<file path="src/rtl/punc_defines.sv">
// Shared encodings for the PUNC multicycle controller:
// opcodes, datapath mux selects, FSM states and the control bundle.
package punc_defines;

  typedef enum logic [2:0] {
    S_FETCH  = 3'd0,
    S_DECODE = 3'd1,
    S_EXEC   = 3'd2,
    S_EXEC2  = 3'd3,
    S_HALT   = 3'd4
  } state_t;

  localparam logic [3:0] OP_BR   = 4'b0000;
  localparam logic [3:0] OP_ADD  = 4'b0001;
  localparam logic [3:0] OP_LD   = 4'b0010;
  localparam logic [3:0] OP_ST   = 4'b0011;
  localparam logic [3:0] OP_JSR  = 4'b0100;
  localparam logic [3:0] OP_AND  = 4'b0101;
  localparam logic [3:0] OP_LDR  = 4'b0110;
  localparam logic [3:0] OP_STR  = 4'b0111;
  localparam logic [3:0] OP_RTI  = 4'b1000;
  localparam logic [3:0] OP_NOT  = 4'b1001;
  localparam logic [3:0] OP_LDI  = 4'b1010;
  localparam logic [3:0] OP_STI  = 4'b1011;
  localparam logic [3:0] OP_JMP  = 4'b1100;
  localparam logic [3:0] OP_RES  = 4'b1101;
  localparam logic [3:0] OP_LEA  = 4'b1110;
  localparam logic [3:0] OP_TRAP = 4'b1111;

  localparam logic [1:0] MR_PC  = 2'b00;
  localparam logic [1:0] MR_ALU = 2'b01;
  localparam logic [1:0] MR_LDI = 2'b10;

  localparam logic MW_ALU = 1'b0;
  localparam logic MW_STI = 1'b1;

  localparam logic WD_R0 = 1'b0;
  localparam logic WD_R1 = 1'b1;

  localparam logic [1:0] RA0_SR1 = 2'b00;
  localparam logic [1:0] RA0_DR  = 2'b01;
  localparam logic [1:0] RA0_R7  = 2'b10;

  localparam logic RA1_SR2 = 1'b0;
  localparam logic RA1_DR  = 1'b1;

  localparam logic WA_DR = 1'b0;
  localparam logic WA_R7 = 1'b1;

  localparam logic [1:0] RW_ALU = 2'b00;
  localparam logic [1:0] RW_MEM = 2'b01;
  localparam logic [1:0] RW_PC  = 2'b10;

  localparam logic [1:0] PC_INC = 2'b00;
  localparam logic [1:0] PC_ALU = 2'b01;
  localparam logic [1:0] PC_R0  = 2'b10;

  localparam logic [1:0] ALU_ADD = 2'b00;
  localparam logic [1:0] ALU_AND = 2'b01;
  localparam logic [1:0] ALU_NOT = 2'b10;

  localparam logic IN1_R0 = 1'b0;
  localparam logic IN1_PC = 1'b1;

  localparam logic [2:0] IN2_R1    = 3'b000;
  localparam logic [2:0] IN2_IMM5  = 3'b001;
  localparam logic [2:0] IN2_OFF9  = 3'b010;
  localparam logic [2:0] IN2_OFF11 = 3'b011;
  localparam logic [2:0] IN2_OFF6  = 3'b100;

  localparam logic CC_ALU = 1'b0;
  localparam logic CC_MEM = 1'b1;

  typedef struct packed {
    logic       ir_ld;
    logic       pc_ld;
    logic       reg_w_en;
    logic       mem_w_en;
    logic       cc;
    logic       ldi1;
    logic       sti1;
    logic [1:0] mem_raddr;
    logic       mem_waddr;
    logic       w_data_mem;
    logic [1:0] raddr0;
    logic       raddr1;
    logic       waddr;
    logic [1:0] wdata;
    logic [1:0] pc_mux;
    logic [1:0] alu;
    logic       in1;
    logic [2:0] in2;
    logic       nzp;
    logic       halted;
  } ctrl_t;

endpackage

</file>
<file path="src/rtl/punc_control.sv">
// PUNC multicycle controller: FETCH/DECODE/EXEC[/EXEC2] sequencing
// with control decoded combinationally from state and ir.
module punc_control
  import punc_defines::*;
#(
  parameter logic [7:0] HALT_VEC = 8'h25
) (
  input  logic        clk,
  input  logic        rst,
  input  logic [15:0] ir,
  input  logic        N,
  input  logic        Z,
  input  logic        P,
  output logic        ir_ld,
  output logic        pc_ld,
  output logic        reg_w_en_sig,
  output logic        mem_w_en_sig,
  output logic        cc_sig,
  output logic        ldi1_sig,
  output logic        sti1_sig,
  output logic [1:0]  mem_raddr_sig,
  output logic        mem_waddr_sig,
  output logic        w_data_mem_sig,
  output logic [1:0]  reg_raddr0_sig,
  output logic        reg_raddr1_sig,
  output logic        reg_waddr_sig,
  output logic [1:0]  reg_wdata_sig,
  output logic [1:0]  pc_mux,
  output logic [1:0]  alu_sig,
  output logic        alu_input1_sig,
  output logic [2:0]  alu_input2_sig,
  output logic        nzp_mux,
  output logic        halted
);

  state_t     state;
  ctrl_t      c;
  logic [3:0] op;
  logic       is_ind;
  logic       is_halt;
  logic       take;

  assign op      = ir[15:12];
  assign is_ind  = (op == OP_LDI) || (op == OP_STI);
  assign is_halt = (op == OP_TRAP) && (ir[7:0] == HALT_VEC);
  assign take    = (ir[11] & N) | (ir[10] & Z) | (ir[9] & P);

  always_ff @(posedge clk or negedge rst) begin
    if (!rst) begin
      state <= S_FETCH;
    end else begin
      unique case (state)
        S_FETCH:  state <= S_DECODE;
        S_DECODE: state <= S_EXEC;
        S_EXEC: begin
          unique case (1'b1)
            is_ind:  state <= S_EXEC2;
            is_halt: state <= S_HALT;
            default: state <= S_FETCH;
          endcase
        end
        S_EXEC2:  state <= S_FETCH;
        S_HALT:   state <= S_HALT;
        default:  state <= S_FETCH;
      endcase
    end
  end

  // Everything is held low while reset is asserted, even in FETCH.
  always_comb begin
    c = '0;
    if (rst) begin
      unique case (state)
        S_FETCH: begin
          c.mem_raddr = MR_PC;
          c.ir_ld     = 1'b1;
          c.pc_ld     = 1'b1;
          c.pc_mux    = PC_INC;
        end
        S_DECODE: ;
        S_EXEC: begin
          unique case (op)
            OP_ADD, OP_AND: begin
              c.alu      = (op == OP_AND) ? ALU_AND : ALU_ADD;
              c.raddr0   = RA0_SR1;
              c.raddr1   = RA1_SR2;
              c.in1      = IN1_R0;
              c.in2      = ir[5] ? IN2_IMM5 : IN2_R1;
              c.reg_w_en = 1'b1;
              c.waddr    = WA_DR;
              c.wdata    = RW_ALU;
              c.cc       = 1'b1;
              c.nzp      = CC_ALU;
            end
            OP_NOT: begin
              c.alu      = ALU_NOT;
              c.raddr0   = RA0_SR1;
              c.in1      = IN1_R0;
              c.reg_w_en = 1'b1;
              c.waddr    = WA_DR;
              c.wdata    = RW_ALU;
              c.cc       = 1'b1;
              c.nzp      = CC_ALU;
            end
            OP_BR: begin
              c.alu    = ALU_ADD;
              c.in1    = IN1_PC;
              c.in2    = IN2_OFF9;
              c.pc_mux = PC_ALU;
              c.pc_ld  = take;
            end
            OP_JMP: begin
              c.raddr0 = RA0_SR1;
              c.pc_mux = PC_R0;
              c.pc_ld  = 1'b1;
            end
            OP_JSR: begin
              // R7 gets the old PC at the same edge the PC is replaced.
              c.reg_w_en = 1'b1;
              c.waddr    = WA_R7;
              c.wdata    = RW_PC;
              c.pc_ld    = 1'b1;
              if (ir[11]) begin
                c.alu    = ALU_ADD;
                c.in1    = IN1_PC;
                c.in2    = IN2_OFF11;
                c.pc_mux = PC_ALU;
              end else begin
                c.raddr0 = RA0_SR1;
                c.pc_mux = PC_R0;
              end
            end
            OP_LD, OP_LDR: begin
              c.alu       = ALU_ADD;
              c.mem_raddr = MR_ALU;
              if (op == OP_LD) begin
                c.in1 = IN1_PC;
                c.in2 = IN2_OFF9;
              end else begin
                c.raddr0 = RA0_SR1;
                c.in1    = IN1_R0;
                c.in2    = IN2_OFF6;
              end
              c.reg_w_en = 1'b1;
              c.waddr    = WA_DR;
              c.wdata    = RW_MEM;
              c.cc       = 1'b1;
              c.nzp      = CC_MEM;
            end
            OP_LEA: begin
              c.alu      = ALU_ADD;
              c.in1      = IN1_PC;
              c.in2      = IN2_OFF9;
              c.reg_w_en = 1'b1;
              c.waddr    = WA_DR;
              c.wdata    = RW_ALU;
            end
            OP_ST: begin
              c.alu        = ALU_ADD;
              c.in1        = IN1_PC;
              c.in2        = IN2_OFF9;
              c.raddr0     = RA0_DR;
              c.mem_w_en   = 1'b1;
              c.mem_waddr  = MW_ALU;
              c.w_data_mem = WD_R0;
            end
            OP_STR: begin
              c.alu        = ALU_ADD;
              c.raddr0     = RA0_SR1;
              c.in1        = IN1_R0;
              c.in2        = IN2_OFF6;
              c.raddr1     = RA1_DR;
              c.mem_w_en   = 1'b1;
              c.mem_waddr  = MW_ALU;
              c.w_data_mem = WD_R1;
            end
            OP_LDI, OP_STI: begin
              c.alu       = ALU_ADD;
              c.in1       = IN1_PC;
              c.in2       = IN2_OFF9;
              c.mem_raddr = MR_ALU;
              c.ldi1      = (op == OP_LDI);
              c.sti1      = (op == OP_STI);
            end
            OP_RTI, OP_RES, OP_TRAP: ;
          endcase
        end
        S_EXEC2: begin
          if (op == OP_LDI) begin
            c.mem_raddr = MR_LDI;
            c.reg_w_en  = 1'b1;
            c.waddr     = WA_DR;
            c.wdata     = RW_MEM;
            c.cc        = 1'b1;
            c.nzp       = CC_MEM;
          end else begin
            c.raddr0     = RA0_DR;
            c.mem_w_en   = 1'b1;
            c.mem_waddr  = MW_STI;
            c.w_data_mem = WD_R0;
          end
        end
        S_HALT: c.halted = 1'b1;
        default: ;
      endcase
    end
  end

  assign ir_ld          = c.ir_ld;
  assign pc_ld          = c.pc_ld;
  assign reg_w_en_sig   = c.reg_w_en;
  assign mem_w_en_sig   = c.mem_w_en;
  assign cc_sig         = c.cc;
  assign ldi1_sig       = c.ldi1;
  assign sti1_sig       = c.sti1;
  assign mem_raddr_sig  = c.mem_raddr;
  assign mem_waddr_sig  = c.mem_waddr;
  assign w_data_mem_sig = c.w_data_mem;
  assign reg_raddr0_sig = c.raddr0;
  assign reg_raddr1_sig = c.raddr1;
  assign reg_waddr_sig  = c.waddr;
  assign reg_wdata_sig  = c.wdata;
  assign pc_mux         = c.pc_mux;
  assign alu_sig        = c.alu;
  assign alu_input1_sig = c.in1;
  assign alu_input2_sig = c.in2;
  assign nzp_mux        = c.nzp;
  assign halted         = c.halted;

endmodule

</file>
<file path="config.mk">
export PLATFORM = sky130hd
export DESIGN_NAME = punc_control
export DESIGN_NICKNAME = d
export VERILOG_FILES = /design/src/rtl/punc_defines.sv /design/src/rtl/punc_control.sv
export SDC_FILE = /design/constraint.sdc
export NUM_CORES = 1
export LEC_CHECK = 0
export ABC_AREA = 1
export CAP_MARGIN = 20
export CORE_MARGIN = 4
export CORE_UTILIZATION = 35
export DETAILED_ROUTE_END_ITERATION = 8
export PLACE_DENSITY = 0.84
export SYNTH_ARGS = -nofsm -noshare
export SYNTH_HDL_FRONTEND = slang
export SYNTH_SLANG_ARGS = --single-unit
</file>
<file path="constraint.sdc">
create_clock -name clk -period 2.1 [get_ports clk]
set_input_delay 0.21 -clock clk [delete_from_list [all_inputs] [get_ports clk]]
set_output_delay 0.21 -clock clk [all_outputs]
set_load 0.01 [all_outputs]
</file>
* Word level (Yosys, flattened, before mapping)
Cells that the tools add are included.
** Storage, ports and cells
- Register bits after elaboration :: 3
- Latch bits :: 0
- Bits in writable memories :: 0
- ROM bits :: 0
- Logic and storage cells :: 76
- Memories kept :: 0
** Operators by class
- $add $sub $neg :: 0
- Multipliers :: 0
- Div/mod/pow operators :: 0
- $lt $le $gt $ge :: 0
- Equal/unequal tests :: 18
- Shift operators :: 0
- Muxes and demuxes :: 39
- Bitwise gates (word level) :: 5
- Reductions and logical operators :: 13
** Operator list (number)
- $pmux 3 s5 :: 2
- $mux 27 :: 1
- $eq 4x4->1 const B :: 6
- $pmux 3 s2 :: 4
- $eq 4x3->1 const B :: 4
- $mux 1 :: 16
- $mux 4 :: 3
- $pmux 3 s4 :: 1
- $mux 2 :: 5
- $reduce_or 2->1 :: 5
- $reduce_or 5->1 :: 2
- $eq 4x2->1 const B :: 2
- $eq 8x6->1 const B :: 1
- $pmux 4 s2 :: 1
- $reduce_or 7->1 :: 1
- $eq 3x2->1 const B :: 2
- $mux 6 :: 1
- $pmux 1 s2 :: 3
- $pmux 2 s3 :: 1
- $eq 4x1->1 const B :: 1
- $logic_not 4->1 :: 1
- $pmux 2 s2 :: 1
- $reduce_or 4->1 :: 1
- $and 1x1->1 :: 3
- other kinds (6) :: 7

* Longest topological paths before layout
- Depth after elaboration :: 6
- Depth in mapped cells :: 8
- Depth with buffers taken out :: 8

* Least setup slack after synthesis
OpenSTA, ideal clock, no wires.
- Kind :: flip-flop to output port
- From :: register state[0]
- To :: output port reg_wdata_sig[1]
- Arrival time :: 1.262 ns
- Slack :: 0.628 ns
- Cell stages (with the launch flop) :: 6
- Cells stage by stage :: dfrtp_1 inv_1 nand4_1 buf_2 nor3_1 buf_4
** Between the ends
- Word-level cells in the longest chain between the ends :: 3
- Elaborated cells on any way between the ends :: 4
** Ends and longest elaborated chain
- start, declared :: RTL line punc_control.sv:36 : state_t state;
- start signal, assigned :: RTL line punc_control.sv:50 : state <= S_FETCH;
- start signal, assigned :: RTL line punc_control.sv:53 : S_FETCH: state <= S_DECODE;
- start signal, assigned :: RTL line punc_control.sv:54 : S_DECODE: state <= S_EXEC;
- $eq 3x2->1 :: RTL line punc_control.sv:73 : unique case (state)
- $pmux 3 s2 * :: RTL line punc_control.sv:73
- $mux 27 * :: RTL line punc_control.sv:72 : if (rst) begin
- end, declared :: RTL line punc_control.sv:27 : output logic [1:0] reg_wdata_sig,
Mark *: on every way between the ends. The rest lies on a longest branch, timed or not.

* Worst setup path after layout
- From :: input port ir[15]
- To :: output port cc_sig
** Between the ends
- Word-level cells in the longest chain between the ends :: 5
- Elaborated cells on any way between the ends :: 11
** Ends and longest elaborated chain
- start, declared :: RTL line punc_control.sv:10 : input logic [15:0] ir,
- $eq 4x3->1 (tied with other cells) :: RTL line punc_control.sv:82 : unique case (op)
- $reduce_or 5->1 (no line)
- $mux 1 :: RTL line punc_control.sv:82
- $pmux 3 s2 * :: RTL line punc_control.sv:73
- $mux 27 * :: RTL line punc_control.sv:72
- end, declared :: RTL line punc_control.sv:18 : output logic cc_sig,
Marked as above.

==> impl_metrics.toml <==
[clock_network]
cts_buffers = 3
clk_pin_slew_ns = 0.04
cts.sink_count = 3
h-tree-depth = 1
cts_hold_buf = 0
cts_root_buf = "clkbuf_4"
cts_tree = "done"
clock_latency_ns = 0.24
clock_path_buffers = 2

[global_route]
grt_pass1_vias = 892
antenna_found_initial = 0
overflow = 0
track_usage_pct = 18.95
grt_max_degree = 10
top_usage_layer = "met2"
grtUsageMet1_pct = 21.66
met3_usage_pct = 4.518
grt_pass1_wl_microns = 3726
use_met2_pct = 35.02

[layout]
largest_reg_flops = 3
max_flop_register = "state"
area_delta_synth_final_pct = 97.14
final_cells = 186
largestRegisters = "state (3)"
final_util_pct = 76.67
design_area_sq_um = 1209
num-fill-cells = 117
drive_gt1_share_pct = 21.76
nets = 192
antenna_cells = 0

[placement]
gp_congestion = 0.8505
dp_cells = 181
placed_cell_area_sq_um = 1139
numPortBuffers = 45
hpwlAfterDp_microns = 1918

[worst_setup_path]
path_class = "in -> out"
crit_family = "buffers and inverters"
endpoint_kind = "output pin"
crit_path_frequent_cell = "nand2_2"
crit_arrival_ns = 1.88
cp_max_fo = 5
path_buf_inv = 4
cpMaxStageDelayCell = "clkdlybuf4s50_1"
max_stage_delay_ns = 0.53
worstPathCellList = "clkdlybuf4s50_1, inv_2, nor2_2, nand2_2, inv_2, nand2_2, nand2_1, nand2_2, nand2_1, clkdlybuf4s50_1"
critPathLaunchType = "primary input"
critPathRequiredTime_ns = 1.89

[yosys]
synth_nets = 134
avgSynthCellArea_sq_um = 5.426
ys_types = 24
ys_seq_elements = 3
synthCells = 113
syn_area_sq_um = 613.1
ys_seq_area_share_pct = 12.24
yosys_warnings = 0

[power_and_ir_drop]
seq_power_share_pct = 17.6
p_sw_share_pct = 44.85
p_leak_nw = 0.8153
finalPower_mw = 0.5634
peakVddDrop_uv = 279.1
internal-power_mw = 0.3107
comb_power_share_pct = 62.8
switchingPower_mw = 0.2527
powerDensity_nw_per_um2 = 466.1
clockPowerShare_pct = 19.6

[timing]
rsz0062_at_grt = "true"
max_freq_mhz = 478.4
finalSetupTns_ns = 0
period_share_pct = 99.53
finalHoldViolations = 0
finalCriticalPeriod_ns = 2.090
setup_viol = 0
maxSlewViolCount = 0
fin_worst_skew_ns = 0.002042

[flow_run]
drv_cap = 0

[drt]
dr_total_vias = 936
routed_wl_microns = 2366
detail-route-antenna-nets = 0
drcViolationCount = 0
drtPass1Iterations = 4
wl_per_cell_microns = 12.72
vias_per_cell = 5.032
first_iter_violations = 20

[floorplan]
fp-row-count = 14
die_h_microns = 49.86
coreArea_sq_um = 1577
initial_utilization_pct = 38.89
dieArea_sq_um = 2486
io_pins = 48
die_w_microns = 49.86

[hold_path]
hp-class = "in -> async"

[outcome]
outcome = "finished clean"
## power groups by stage
stage | Combinational (mW) | Clock, mW | Sequential (mW)
2_1_floorplan | 0.179 | 0 | 0.0894
3_3_place_gp | 0.334 | 0 | 0.0916
3_5_place_dp | 0.345 | 0 | 0.0936
4_1_cts | 0.348 | 0.111 | 0.0945
5_1_grt | 0.383 | 0.116 | 0.102
6_report | 0.354 | 0.110 | 0.0990
## synth_stat cells
cell type / number / share of area [%]
buf_4: 2 / 2.4
nand2_4: 2 / 3.7
nor2_4: 2 / 3.7
nor3_2: 1 / 1.6
nor2_1: 17 / 10
o31ai_1: 1 / 1.2
nand2_2: 5 / 5.1
nand4_1: 3 / 3.1
inv_1: 17 / 10
a21oi_1: 7 / 5.7
nand3_1: 9 / 7.3
nor3_1: 5 / 4.1
inv_2: 4 / 2.4
a211oi_1: 1 / 1.2
buf_2: 1 / 0.82
nor2_2: 4 / 4.1
o21ai_1: 1 / 0.82
nand3b_1: 1 / 1.2
nand2_1: 20 / 12
conb_1: 1 / 0.61
inv_4: 1 / 1.0
o21ai_0: 3 / 2.4
dfrtp_1: 3 / 12
nor4_1: 2 / 2.0
## what timing repair did
| action | in CTS | in global routing |
|---|---|---|
| setup endpoints to repair | 14 | 15 |
| pin swaps | 1 | 0 |
| setup buffers | 1 | 0 |
| gates cloned | 0 | 0 |
| resized for setup | 9 | 16 |
## logic make-up after synthesis
kind of cell	share of synthesized area, %
compound gates	11.43
other cells	0.6117
simple gates	58.57
buf+inv	17.14
flops	12.24
## final timing paths
| check | start | end | slack [ns] | cells after the start |
|---|---|---|---|---|
| max in group asynchronous | rst | state[1] | 1.70 | 2 |
| min | rst | state[0] | 0.29 | 2 |
| max reg2reg | state[2] | state[1] | 0.92 | 6 |
| min in group clk | state[2] | state[1] | 0.56 | 1 |
| min reg2reg | state[2] | state[1] | 0.56 | 1 |
| max | ir[15] | cc_sig | 0.01 | 10 |
## cells in the final DEF (no fill, tap or decap)
| cell type | synthesis | routed |
|---|---|---|
| buf_4 | 2 | 10 |
| clkbuf_4 | 0 | 3 |
| clkdlybuf4s50_1 | 0 | 25 |
| nor2_2 | 4 | 4 |
| nor2_1 | 17 | 17 |
| nor4_1 | 2 | 2 |
| nand3_2 | 0 | 1 |
| dlymetal6s2s_1 | 0 | 13 |
| nand2_2 | 5 | 5 |
| inv_2 | 4 | 6 |
| a211oi_1 | 1 | 1 |
| nand4_1 | 3 | 3 |
| inv_1 | 17 | 15 |
| clkbuf_1 | 0 | 1 |
| nand3b_1 | 1 | 1 |
| nor3_1 | 5 | 5 |
| a21oi_2 | 0 | 1 |
| o31ai_1 | 1 | 1 |
| nor2_4 | 2 | 2 |
| nand2_1 | 20 | 20 |
| dlygate4sd2_1 | 0 | 7 |
| a21oi_1 | 7 | 6 |
| buf_6 | 0 | 1 |
| dfrtp_1 | 3 | 3 |
| o21ai_1 | 1 | 1 |
| nand2_4 | 2 | 2 |
| nor3_2 | 1 | 1 |
| o21ai_0 | 3 | 3 |
| conb_1 | 1 | 1 |
| inv_4 | 1 | 1 |
| nand3_1 | 9 | 8 |
## routing by layer
metal | wire length, microns | vias to the layer above | share of wire, %
met1 | 1042 | 430 | 44
met4 | 0 | 0 | 0
met2 | 1212 | 36 | 51
li1 | - | 470 | -
met3 | 112 | 0 | 4.7
met5 | 0 | - | 0
## area by class of cell
class	count	area (sq um)	area share [%]
multi-input cells	85	441.7	36.54
flip-flops and latches	3	75.07	6.211
clock buffers	4	26.28	2.174
well taps	16	20.02	1.656
repair buffers	56	560.5	46.38
inverters	22	85.08	7.039
## per-stage QoR
stage / worst slack [ns] / hold WS, ns
after floorplan: 0.6283 / -0.08559
after global placement: -0.01414 / 0.5197
after detailed placement: -0.05379 / 0.5208
after CTS: 0.001951 / 0.2821
after global routing: -0.08867 / 0.3070
final: 0.009847 / 0.2860
(Power assumes the default switching activity.)
